## src/rtl/accelbrot_pkg.sv

```systemverilog
// Shared definitions for the multi-ring Mandelbrot front end.
//   clog2_min1  : ring-index width helper, never returns 0
//   STS_WIDTH   : width of the wrapping status counters
//   exit_rec_t  : merged exit record for default-width builds
package accelbrot_pkg;

  localparam int STS_WIDTH  = 32;
  localparam int DEF_TWIDTH = 24;
  localparam int DEF_CWIDTH = 20;
  localparam int DEF_NLOOPS = 4;

  // A single ring still needs a 1-bit index port.
  function automatic int clog2_min1(input int n);
    return (n <= 2) ? 1 : $clog2(n);
  endfunction

  localparam int DEF_LWIDTH = clog2_min1(DEF_NLOOPS);

  typedef struct packed {
    logic [DEF_TWIDTH-1:0] tag;
    logic [DEF_CWIDTH-1:0] count;
    logic [DEF_LWIDTH-1:0] loop;
  } exit_rec_t;

endpackage

```

## src/rtl/accelbrot_rr_arbiter.sv

```systemverilog
// Round-robin arbiter for the ring exit streams.
//   req       : per-ring request
//   advance   : downstream can take a result; grant only when set
//   grant     : one-hot grant (zero when no grant)
//   grant_idx : index of the granted ring
// The priority pointer moves to grant+1 after every grant.
module accelbrot_rr_arbiter
  import accelbrot_pkg::*;
#(
  parameter  int N  = 4,
  localparam int IW = clog2_min1(N)
) (
  input  logic          clk,
  input  logic          rst,
  input  logic [N-1:0]  req,
  input  logic          advance,
  output logic [N-1:0]  grant,
  output logic [IW-1:0] grant_idx
);

  logic [IW-1:0]  ptr;
  logic [2*N-1:0] dbl;

  // Doubling the request vector lets the search start at ptr and run N
  // positions without a wrap test; walking k downward leaves the closest
  // request to ptr as the final assignment.
  always_comb begin
    dbl       = {req, req};
    grant_idx = '0;
    for (int k = N-1; k >= 0; k--) begin
      if (dbl[int'(ptr) + k]) grant_idx = IW'((int'(ptr) + k) % N);
    end
    grant = (advance && |req) ? (N'(1) << grant_idx) : '0;
  end

  always_ff @(posedge clk) begin
    if (rst) ptr <= '0;
    else if (advance && |req)
      ptr <= (int'(grant_idx) == N-1) ? '0 : grant_idx + 1'b1;
  end

endmodule

```

## src/rtl/accelbrot_loop_array.sv

```systemverilog
// Multi-ring front end: balances entering points over NLOOPS iteration
// rings (least-occupied eligible ring wins, lowest index on ties), merges
// the ring exits round-robin into one stream, and tracks occupancy.
//   clk/rst          : clock, synchronous active-high reset
//   ctl_drain        : stop accepting new points
//   sts_*            : busy flag, wrapping entered/exited/running counters,
//                      per-ring in-flight counts
//   enter_*          : point input (valid/ready)
//   loop_enter_*     : broadcast point data, one-hot valid, per-ring bp
//   loop_exit_*      : per-ring results, one-hot ready
//   exit_*           : merged result stream with source ring index
module accelbrot_loop_array
  import accelbrot_pkg::*;
#(
  parameter  int NLOOPS   = 4,
  parameter  int WWIDTH   = 34,
  parameter  int CWIDTH   = 20,
  parameter  int TWIDTH   = 24,
  parameter  int LOOP_CAP = 16,
  localparam int OWIDTH   = $clog2(LOOP_CAP+1),
  localparam int LWIDTH   = clog2_min1(NLOOPS)
) (
  input  logic                       clk,
  input  logic                       rst,
  input  logic                       ctl_drain,
  output logic                       sts_busy,
  output logic [STS_WIDTH-1:0]       sts_num_entered,
  output logic [STS_WIDTH-1:0]       sts_num_exited,
  output logic [STS_WIDTH-1:0]       sts_num_running,
  output logic [NLOOPS*OWIDTH-1:0]   sts_occupancy,
  input  logic [WWIDTH-1:0]          enter_a,
  input  logic [WWIDTH-1:0]          enter_b,
  input  logic [TWIDTH-1:0]          enter_tag,
  input  logic                       enter_valid,
  output logic                       enter_ready,
  output logic [NLOOPS*WWIDTH-1:0]   loop_enter_a,
  output logic [NLOOPS*WWIDTH-1:0]   loop_enter_b,
  output logic [NLOOPS*TWIDTH-1:0]   loop_enter_tag,
  output logic [NLOOPS-1:0]          loop_enter_valid,
  input  logic [NLOOPS-1:0]          loop_enter_bp,
  input  logic [NLOOPS*TWIDTH-1:0]   loop_exit_tag,
  input  logic [NLOOPS*CWIDTH-1:0]   loop_exit_count,
  input  logic [NLOOPS-1:0]          loop_exit_valid,
  output logic [NLOOPS-1:0]          loop_exit_ready,
  output logic [TWIDTH-1:0]          exit_tag,
  output logic [CWIDTH-1:0]          exit_count,
  output logic [LWIDTH-1:0]          exit_loop,
  output logic                       exit_valid,
  input  logic                       exit_ready
);

  // input register
  logic              in_valid;
  logic [WWIDTH-1:0] in_a, in_b;
  logic [TWIDTH-1:0] in_tag;

  logic [NLOOPS-1:0][OWIDTH-1:0] occ;
  logic [NLOOPS-1:0]             elig, inc, dec;
  logic [LWIDTH-1:0]             tgt;
  logic [OWIDTH-1:0]             best_occ;
  logic                          have_elig, dispatch_fire;
  logic                          enter_hs, exit_hs, advance;
  logic [NLOOPS-1:0]             grant;
  logic [LWIDTH-1:0]             grant_idx;

  // Least-occupancy selection; strict '<' keeps the lowest index on ties.
  always_comb begin
    elig      = '0;
    tgt       = '0;
    best_occ  = '0;
    have_elig = 1'b0;
    for (int i = 0; i < NLOOPS; i++) begin
      elig[i] = !loop_enter_bp[i] && (occ[i] < OWIDTH'(LOOP_CAP));
      if (elig[i] && (!have_elig || occ[i] < best_occ)) begin
        have_elig = 1'b1;
        best_occ  = occ[i];
        tgt       = LWIDTH'(i);
      end
    end
  end

  assign dispatch_fire    = in_valid && have_elig;
  assign loop_enter_valid = dispatch_fire ? (NLOOPS'(1) << tgt) : '0;
  assign loop_enter_a     = {NLOOPS{in_a}};
  assign loop_enter_b     = {NLOOPS{in_b}};
  assign loop_enter_tag   = {NLOOPS{in_tag}};

  // Gated by rst so every output reads 0 while reset is held.
  assign enter_ready = !rst && !ctl_drain && (!in_valid || dispatch_fire);
  assign enter_hs    = enter_valid && enter_ready;
  assign exit_hs     = exit_valid && exit_ready;
  assign advance     = !rst && (!exit_valid || exit_ready);

  assign inc = loop_enter_valid;
  assign dec = loop_exit_valid & loop_exit_ready;

  accelbrot_rr_arbiter #(.N(NLOOPS)) u_arb (
    .clk       (clk),
    .rst       (rst),
    .req       (loop_exit_valid),
    .advance   (advance),
    .grant     (grant),
    .grant_idx (grant_idx)
  );

  assign loop_exit_ready = grant;
  assign sts_occupancy   = occ;

  always_ff @(posedge clk) begin
    if (rst) begin
      in_valid        <= 1'b0;
      in_a            <= '0;
      in_b            <= '0;
      in_tag          <= '0;
      exit_valid      <= 1'b0;
      exit_tag        <= '0;
      exit_count      <= '0;
      exit_loop       <= '0;
      occ             <= '0;
      sts_num_entered <= '0;
      sts_num_exited  <= '0;
      sts_num_running <= '0;
      sts_busy        <= 1'b0;
    end else begin
      if (enter_hs) begin
        in_valid <= 1'b1;
        in_a     <= enter_a;
        in_b     <= enter_b;
        in_tag   <= enter_tag;
      end else if (dispatch_fire) begin
        in_valid <= 1'b0;
      end

      if (|grant) begin
        exit_valid <= 1'b1;
        exit_tag   <= loop_exit_tag[int'(grant_idx)*TWIDTH +: TWIDTH];
        exit_count <= loop_exit_count[int'(grant_idx)*CWIDTH +: CWIDTH];
        exit_loop  <= grant_idx;
      end else if (exit_hs) begin
        exit_valid <= 1'b0;
      end

      for (int i = 0; i < NLOOPS; i++) begin
        if (inc[i] && !dec[i])      occ[i] <= occ[i] + 1'b1;
        else if (!inc[i] && dec[i]) occ[i] <= occ[i] - 1'b1;
      end

      if (enter_hs) sts_num_entered <= sts_num_entered + 1'b1;
      if (exit_hs)  sts_num_exited  <= sts_num_exited + 1'b1;
      if (enter_hs && !exit_hs)      sts_num_running <= sts_num_running + 1'b1;
      else if (!enter_hs && exit_hs) sts_num_running <= sts_num_running - 1'b1;

      // Lags the state by one edge on purpose.
      sts_busy <= in_valid || (|occ) || exit_valid;
    end
  end

  always_ff @(posedge clk) begin
    if (!rst) begin
      for (int i = 0; i < NLOOPS; i++) begin
        assert (!(dec[i] && !inc[i] && occ[i] == '0));
        assert (!(inc[i] && !dec[i] && occ[i] == OWIDTH'(LOOP_CAP)));
      end
    end
  end

endmodule

```

## config.mk

```make
export PLATFORM = sky130hd
export DESIGN_NAME = accelbrot_loop_array
export DESIGN_NICKNAME = d
export VERILOG_FILES = /design/src/rtl/accelbrot_pkg.sv /design/src/rtl/accelbrot_rr_arbiter.sv /design/src/rtl/accelbrot_loop_array.sv
export SDC_FILE = /design/constraint.sdc
export NUM_CORES = 1
export LEC_CHECK = 0
export CAP_MARGIN = 25
export CORE_AREA = 2 2 316 318
export CTS_CLUSTER_SIZE = 24
export DETAILED_ROUTE_END_ITERATION = 10
export DIE_AREA = 0 0 318 320
export GPL_ROUTABILITY_DRIVEN = 0
export GPL_TIMING_DRIVEN = 0
export HOLD_SLACK_MARGIN = 0.12
export PLACE_DENSITY = 0.45
export SLEW_MARGIN = 20
export SYNTH_ARGS = -nofsm -noshare
export SYNTH_HDL_FRONTEND = slang
export SYNTH_SLANG_ARGS = --single-unit
```

## constraint.sdc

```tcl
create_clock -name clk -period 15.19 [get_ports clk]
set_input_delay 3.038 -clock clk [delete_from_list [all_inputs] [get_ports clk]]
set_output_delay 3.038 -clock clk [all_outputs]
set_load 0.02 [all_outputs]
```

==> impl_metrics.tcl, run 1 <==
set metrics [dict create \
    tightest_slew_ps 873 \
    power.density_nw_per_um2 140 \
    startpoint_type "input port" \
    hold_start "sts_num_exited[31]$_SDFFE_PP0P_" \
    min_period_over_period_pct 80.4 \
    power.share.clock_pct 23.5 \
    die_w_um 318 \
    post_cts_buffers 0 \
    synth_top_area_share_pct 32.9 \
    outcome "finished clean" \
    yosys.area.top_type "dfxtp_1" \
    rsz0062_at_grt "no" \
    grt_overflow 0 \
    swShare_pct 42.3 \
    internal_power_mw 2.17 \
    io_buffers 819 \
    wire_per_inst_um 18.8 \
    cts_tree "yes" \
    cts-htree-levels 2 \
    critPathMaxFanout 10 \
    finalSetupViolations 0 \
    required_ps 12150 \
    fp.dieH_um 320 \
    core_area_um2 98000 \
    p_seq_share_pct 23.4 \
    drc 0 \
    mappedNetlistArea_um2 15800 \
    slew_viol_final 0 \
    skew_ps 19.4 \
    yosysSeqAreaShare_pct 32.9 \
    synthTopCellsByArea "dfxtp_1 (33%), buf_4 (13%), a21oi_1 (7.2%)" \
    clk_pin_slew_ps 50 \
    worstReg2RegEnd "sts_occupancy[14]$_SDFFE_PP0P_" \
    grt_max_degree 33 \
    p_leak_nw 10.4 \
    routed_wl_um 78200 \
    cts_resized 0 \
    grt_pass1_wl_um 111000 \
    holdPathEnd "sts_num_exited[31]$_SDFFE_PP0P_" \
    final_nets 3190 \
    final.min_clock_period_ps 12210 \
    ir_drop_uv 72.9 \
    min_path_type "reg -> reg" \
    holdBufCountCts 0 \
    clock_sinks 259 \
    post_dp_cell_area_um2 25600 \
    first_global_vias 16000 \
    drt-initial-drc-count 601 \
    fmax_ghz 0.0819 \
    synth_edf_count 0 \
    final_layout_size_suffix_gt1_share_pct 13.1 \
    rows 115 \
    r2r.worst_path.cells 30 \
    synth_warnings 0 \
    hold_viol 0 \
    total_power_mw 3.76 \
    final_area_um2 26800 \
    worstSetupPathType "in -> out" \
    clkLatencyLatePin_ps 560 \
    start_util_pct 16.1 \
    post-route-util_pct 27.4 \
    switching_power_mw 1.59 \
    ys_ff_latch 259 \
    hpwl_um 64700 \
    regToRegSetupSlack_ps 8000 \
    antenna_found_initial 8 \
    rr_startpoint "sts_occupancy[4]$_SDFFE_PP0P_" \
    clockBufferDepth 3 \
    arrival_ps 9170 \
    crit_path_end_kind "primary output" \
    synth_ff_type "dfxtp_1" \
    cts_buffers 38 \
    dieArea_um2 102000 \
    netlist_instances 1976 \
    hold_depth 2 \
    tns_ps 0 \
    drtAntennaViolNets 0 \
    ioPinCount 822 \
    area_growth_syn_to_layout_pct 70.2 \
    pwr-share-comb_pct 53.0 \
    syn_avg_cell_area_um2 7.98 \
    crit_start "loop_enter_bp[0]" \
    root_buffer "clkbuf_16" \
    ys_types 72 \
    max_cap_viol_count 0 \
    detailroute.via_count 16300 \
    via_per_inst 3.92 \
    dr.pass1.iters 5 \
    synth-async-reset-ratio_pct 0 \
    maxSlewHeadroom_pct 41.8 \
    grt_usage_pct 14.6 \
]
## worst max-delay path: stages
cell,delay (ps)
clkdlybuf4s50_1,460
nor2_4,230
nand2_1,90
ha_1,290
a21o_1,100
a21o_1,150
a21oi_1,70
o21ai_0,380
o31ai_1,270
a21boi_0,390
ha_1,320
a21o_1,180
a21o_1,160
a21oi_1,210
or2_2,170
o311ai_2,190
nand2_1,120
o21ai_0,90
ha_1,310
a2111oi_0,440
o21ai_1,180
a2111oi_2,530
nor3_1,220
clkdlybuf4s50_1,590
## power by group through the flow
stage          Combinational [mW]  Sequential (mW)  Clock (mW)
6_report                     1.99            0.881       0.885
5_1_grt                      2.21            0.897       0.951
4_1_cts                      2.03            0.886       0.928
3_5_place_dp                 2.02            0.899           0
3_3_place_gp                 2.02            0.898           0
2_1_floorplan                1.20            0.970           0
## Yosys cell counts, types with 3 or more instances
cell	number
inv_1	22
and2_1	11
nand3b_1	3
a211oi_1	93
a21o_1	27
and3_1	16
o211ai_1	3
o21bai_1	7
nand3_1	18
xnor2_1	23
buf_6	5
nor3b_1	3
o21a_1	6
or3_1	22
dfxtp_1	259
a21boi_0	4
nand2b_1	6
a211o_1	3
a31oi_1	3
nand2_1	275
buf_1	9
nor3_1	14
nor2b_1	48
o31ai_1	6
ha_1	66
o22ai_1	3
fa_1	5
clkbuf_1	80
buf_2	5
nor2_1	188
o21ai_0	42
a21oi_1	228
mux2i_1	60
nand4_1	18
xor2_1	62
nor4_1	8
and4_1	4
buf_4	278
## cell type report
class | instances | area (um2)
clock buffers | 52 | 1110
flip-flops and latches | 259 | 5180
diodes | 4 | 10.0
fillers | 10700 | 71200
clock inverters | 12 | 113
well taps | 1287 | 1610
plain buffers | 377 | 2510
multi-input cells | 1319 | 8000
repair buffers | 820 | 8210
inverters | 23 | 91.3
## registers in the layout (all words and copies together), names as in the netlist
register	count
u_arb.ptr	2
sts_num_entered	32
in_tag	24
sts_num_running	32
exit_tag	24
exit_loop	2
in_a	34
exit_count	20
sts_occupancy	20
sts_num_exited	32
in_valid	1
exit_valid	1
in_b	34
sts_busy	1
## per-layer routing
layer | vias to the layer above | GRT usage (%) | wire length, um
li1 | 8238 | - | -
met1 | 7388 | 15.0 | 29100
met2 | 559 | 27.6 | 40700
met3 | 98 | 4.53 | 5480
met4 | 6 | 5.56 | 2830
met5 | - | 0 | 43
## kinds of logic after synthesis
group	Yosys count	synth area share, %
compound gates	447	17.3
flops	259	32.9
xor+xnor	85	4.72
fa+ha+maj	71	5.87
mux	62	3.95
buf+inv	400	16.5
simple gates	651	18.8
other cells	1	0.0238
## worst max path at each step
stage,endpoint,cells after the start
detailed placement,loop_enter_valid[3],24
global placement,loop_enter_valid[3],24
CTS,loop_enter_valid[3],24
global route,loop_enter_valid[3],24
floorplan,loop_enter_valid[2],22
finish,loop_enter_valid[2],24
## metrics by stage
step / hold WS, ps / setup WS, ps / instances
6_report: 484 / 2980 / 4153
3_3_place_gp: 466 / 2820 / 4084
4_1_cts: 489 / 2810 / 4149
5_1_grt: 508 / 2330 / 4151
2_1_floorplan: 557 / 4930 / 1978
3_5_place_dp: 478 / 2870 / 4085
## placed cells by master, fill, tap and decap left out, drive strengths merged, types with 4 or more instances in the layout
master / instances
nand2b: 6
buf: 298
a21o: 27
clkbuf: 132
and3: 16
xnor2: 23
a211oi: 93
o21a: 6
and4: 4
o21ai: 46
nand3: 20
o311ai: 4
o31ai: 6
nand4: 18
o21bai: 7
diode: 4
fa: 5
a21boi: 4
xor2: 62
nor4: 9
nor3: 16
clkdlybuf4s50: 819
nor2b: 48
and2: 11
dfxtp: 259
nor2: 191
ha: 66
mux2i: 60
nand2: 277
inv: 22
clkinv: 10
a21oi: 228
or3: 22
(Power assumes the default switching activity.)
==> run 2: changes to the inputs <==
--- a/config.mk
+++ b/config.mk
@@ -13,7 +13,7 @@
 export GPL_ROUTABILITY_DRIVEN = 0
 export GPL_TIMING_DRIVEN = 0
 export HOLD_SLACK_MARGIN = 0.12
-export PLACE_DENSITY = 0.45
+export PLACE_DENSITY = 0.47
 export SLEW_MARGIN = 20
 export SYNTH_ARGS = -nofsm -noshare
 export SYNTH_HDL_FRONTEND = slang
==> constraint.sdc (replaced) <==
create_clock -name clk -period 10.1 [get_ports clk]
set_input_delay 2.02 -clock clk [delete_from_list [all_inputs] [get_ports clk]]
set_output_delay 2.02 -clock clk [all_outputs]
set_load 0.02 [all_outputs]
==> impl_metrics.tcl, run 2 (same netlist as run 1, synthesis figures left out) <==
set metrics [dict create \
    clkLatencyLatePin_ps 560 \
    rsz0062_at_grt "no" \
    holdBufCountCts 0 \
    final_cell_mix "clkdlybuf4s50_1 (818), buf_4 (278), nand2_1 (275)" \
    die_w_um 318 \
    final.min_clock_period_ps 9580 \
    crit_family "compound AO/OA/AOI/OAI gates" \
    route.met2.wl_um 40200 \
    tightest_slew_ps 878 \
    p_seq_share_pct 23.7 \
    crit_top_cell "a21o_1" \
    hold_viol 0 \
    root_buffer "clkbuf_16" \
    fin_ws_ps 519 \
    fp.dieH_um 320 \
    final_nets 3188 \
    grt_pass1_wl_um 109000 \
    grt_max_degree 33 \
    first_global_vias 15900 \
    hpwl_um 63700 \
    critPathMaxFanout 10 \
    final_area_um2 26800 \
    dr.pass1.iters 4 \
    antenna_found_initial 7 \
    max_cap_viol_count 0 \
    tns_ps 0 \
    clockBufferDepth 3 \
    total_power_mw 5.60 \
    path_buf_inv 2 \
    regToRegSetupSlack_ps 3510 \
    dieArea_um2 102000 \
    finalSetupViolations 0 \
    crit_chain "clkdlybuf4s50_1 -> nor2_4 -> nand2_1 -> ha_1 -> a21o_1 -> a21o_1 -> a21oi_1 -> o21ai_2 -> o31ai_2 -> a21boi_1 -> ha_1 -> a21o_1 -> a21o_1 -> a21oi_1 -> or2_2 -> o311ai_2 -> nand2_1 -> o21ai_0 -> ha_1 -> a2111oi_1 -> o21ai_1 -> a2111oi_4 -> nor3_1 -> clkdlybuf4s50_1" \
    fillers 10700 \
    p_leak_nw 10.3 \
    fmax_ghz 0.104 \
    crit_path_end_kind "primary output" \
    cts_buffers 35 \
    skew_ps 29.9 \
    core_area_um2 98000 \
    final_layout_size_suffix_gt1_share_pct 13.0 \
    min_path_type "reg -> reg" \
    slew_viol_final 0 \
    area_growth_syn_to_layout_pct 70.0 \
    maxSlewHeadroom_pct 41.5 \
    start_util_pct 16.1 \
    crit_slowest_cell "clkdlybuf4s50_1" \
    switching_power_mw 2.38 \
    arrival_ps 7560 \
    met3WireLength_um 4780 \
    max_stage_delay_ps 590 \
    required_ps 8080 \
    dp_slack_ps 30.0 \
    power.share.clock_pct 22.8 \
    rows 115 \
    cts_resized 1 \
    ioPinCount 822 \
    internal_power_mw 3.22 \
    reg.largest.list "in_a (34), in_b (34)" \
    io_buffers 819 \
    layout_commonest_cell "clkdlybuf4s50_1" \
    clk_pin_slew_ps 50 \
    drtAntennaViolNets 0 \
    startpoint_type "input port" \
    post_dp_cell_area_um2 25600 \
    swShare_pct 42.5 \
    power.density_nw_per_um2 209 \
    grt_usage_pct 14.4 \
    routed_wl_um 76600 \
    clock_sinks 259 \
    pwr-share-comb_pct 53.6 \
    drc 0 \
    worstSetupPathType "in -> out" \
    highest_layer "met5" \
    outcome "finished clean" \
    ir_drop_uv 160 \
    wl_met1_um 29200 \
    detailroute.via_count 16200 \
    via_per_inst 3.91 \
    drt-initial-drc-count 635 \
    post-route-util_pct 27.3 \
    grt_overflow 0 \
    cts-htree-levels 2 \
    cts_tree "yes" \
    post_cts_buffers 0 \
    wire_per_inst_um 18.4 \
    min_period_over_period_pct 94.9 \
]
-- run 2: cell types whose count changed in the layout (fill, tap and decap cells not counted), moves of 2 or more --
| cell | previous run | this run |
|---|---|---|
| clkbuf_8 | 4 | 6 |
| clkbuf_16 | 41 | 37 |
| clkbuf_1 | 84 | 88 |
| diode_2 | 4 | 6 |
| clkinv_2 | 9 | 5 |
-- run 2: tightest hold or removal path: stages (launching register included) --
cell and delay [ps]:
dfxtp_1 310, o21ai_0 70, a21oi_1 60
-- run 2: worst paths after layout --
check	startpoint	end	cells after the start
max	loop_enter_bp[0]	loop_enter_valid[2]	24
max reg2reg	sts_occupancy[4]$_SDFFE_PP0P_	sts_occupancy[9]$_SDFFE_PP0P_	30
min reg2reg	sts_num_exited[31]$_SDFFE_PP0P_	sts_num_exited[31]$_SDFFE_PP0P_	2
min	sts_num_exited[31]$_SDFFE_PP0P_	sts_num_exited[31]$_SDFFE_PP0P_	2
-- run 2: through the flow --
stage | hold slack, ps | std cells
finish | 488 | 4155
global route | 513 | 4150
CTS | 486 | 4149
detailed placement | 477 | 4086
global placement | 465 | 4084
floorplan | 557 | 1978
-- run 2: cell type report --
cell class	count	area (um2)	area share, %
Antenna cell	6	15.0	0.0560
Buffer	377	2510	9.35
Clock buffer	54	1050	3.92
Clock inverter	9	100	0.374
Inverter	23	91.3	0.341
Multi-Input combinational cell	1319	8020	29.9
Sequential cell	259	5180	19.3
Tap cell	1287	1610	6.01
Timing Repair Buffer	821	8220	30.7
-- run 2: per-layer routing --
layer  track usage [%]  up-vias
met5                 0        -
met4              4.59        6
met1              15.3     7350
met3              3.71       95
li1                  -     8221
met2              27.4      557
-- run 2: power groups by stage --
stage / sequential, mW / clock [mW] / combinational (mW)
after floorplan: 1.46 / 0 / 1.81
after global placement: 1.35 / 0 / 3.03
after detailed placement: 1.35 / 0 / 3.02
after CTS: 1.33 / 1.33 / 3.03
after global routing: 1.35 / 1.36 / 3.31
final: 1.33 / 1.27 / 3.00
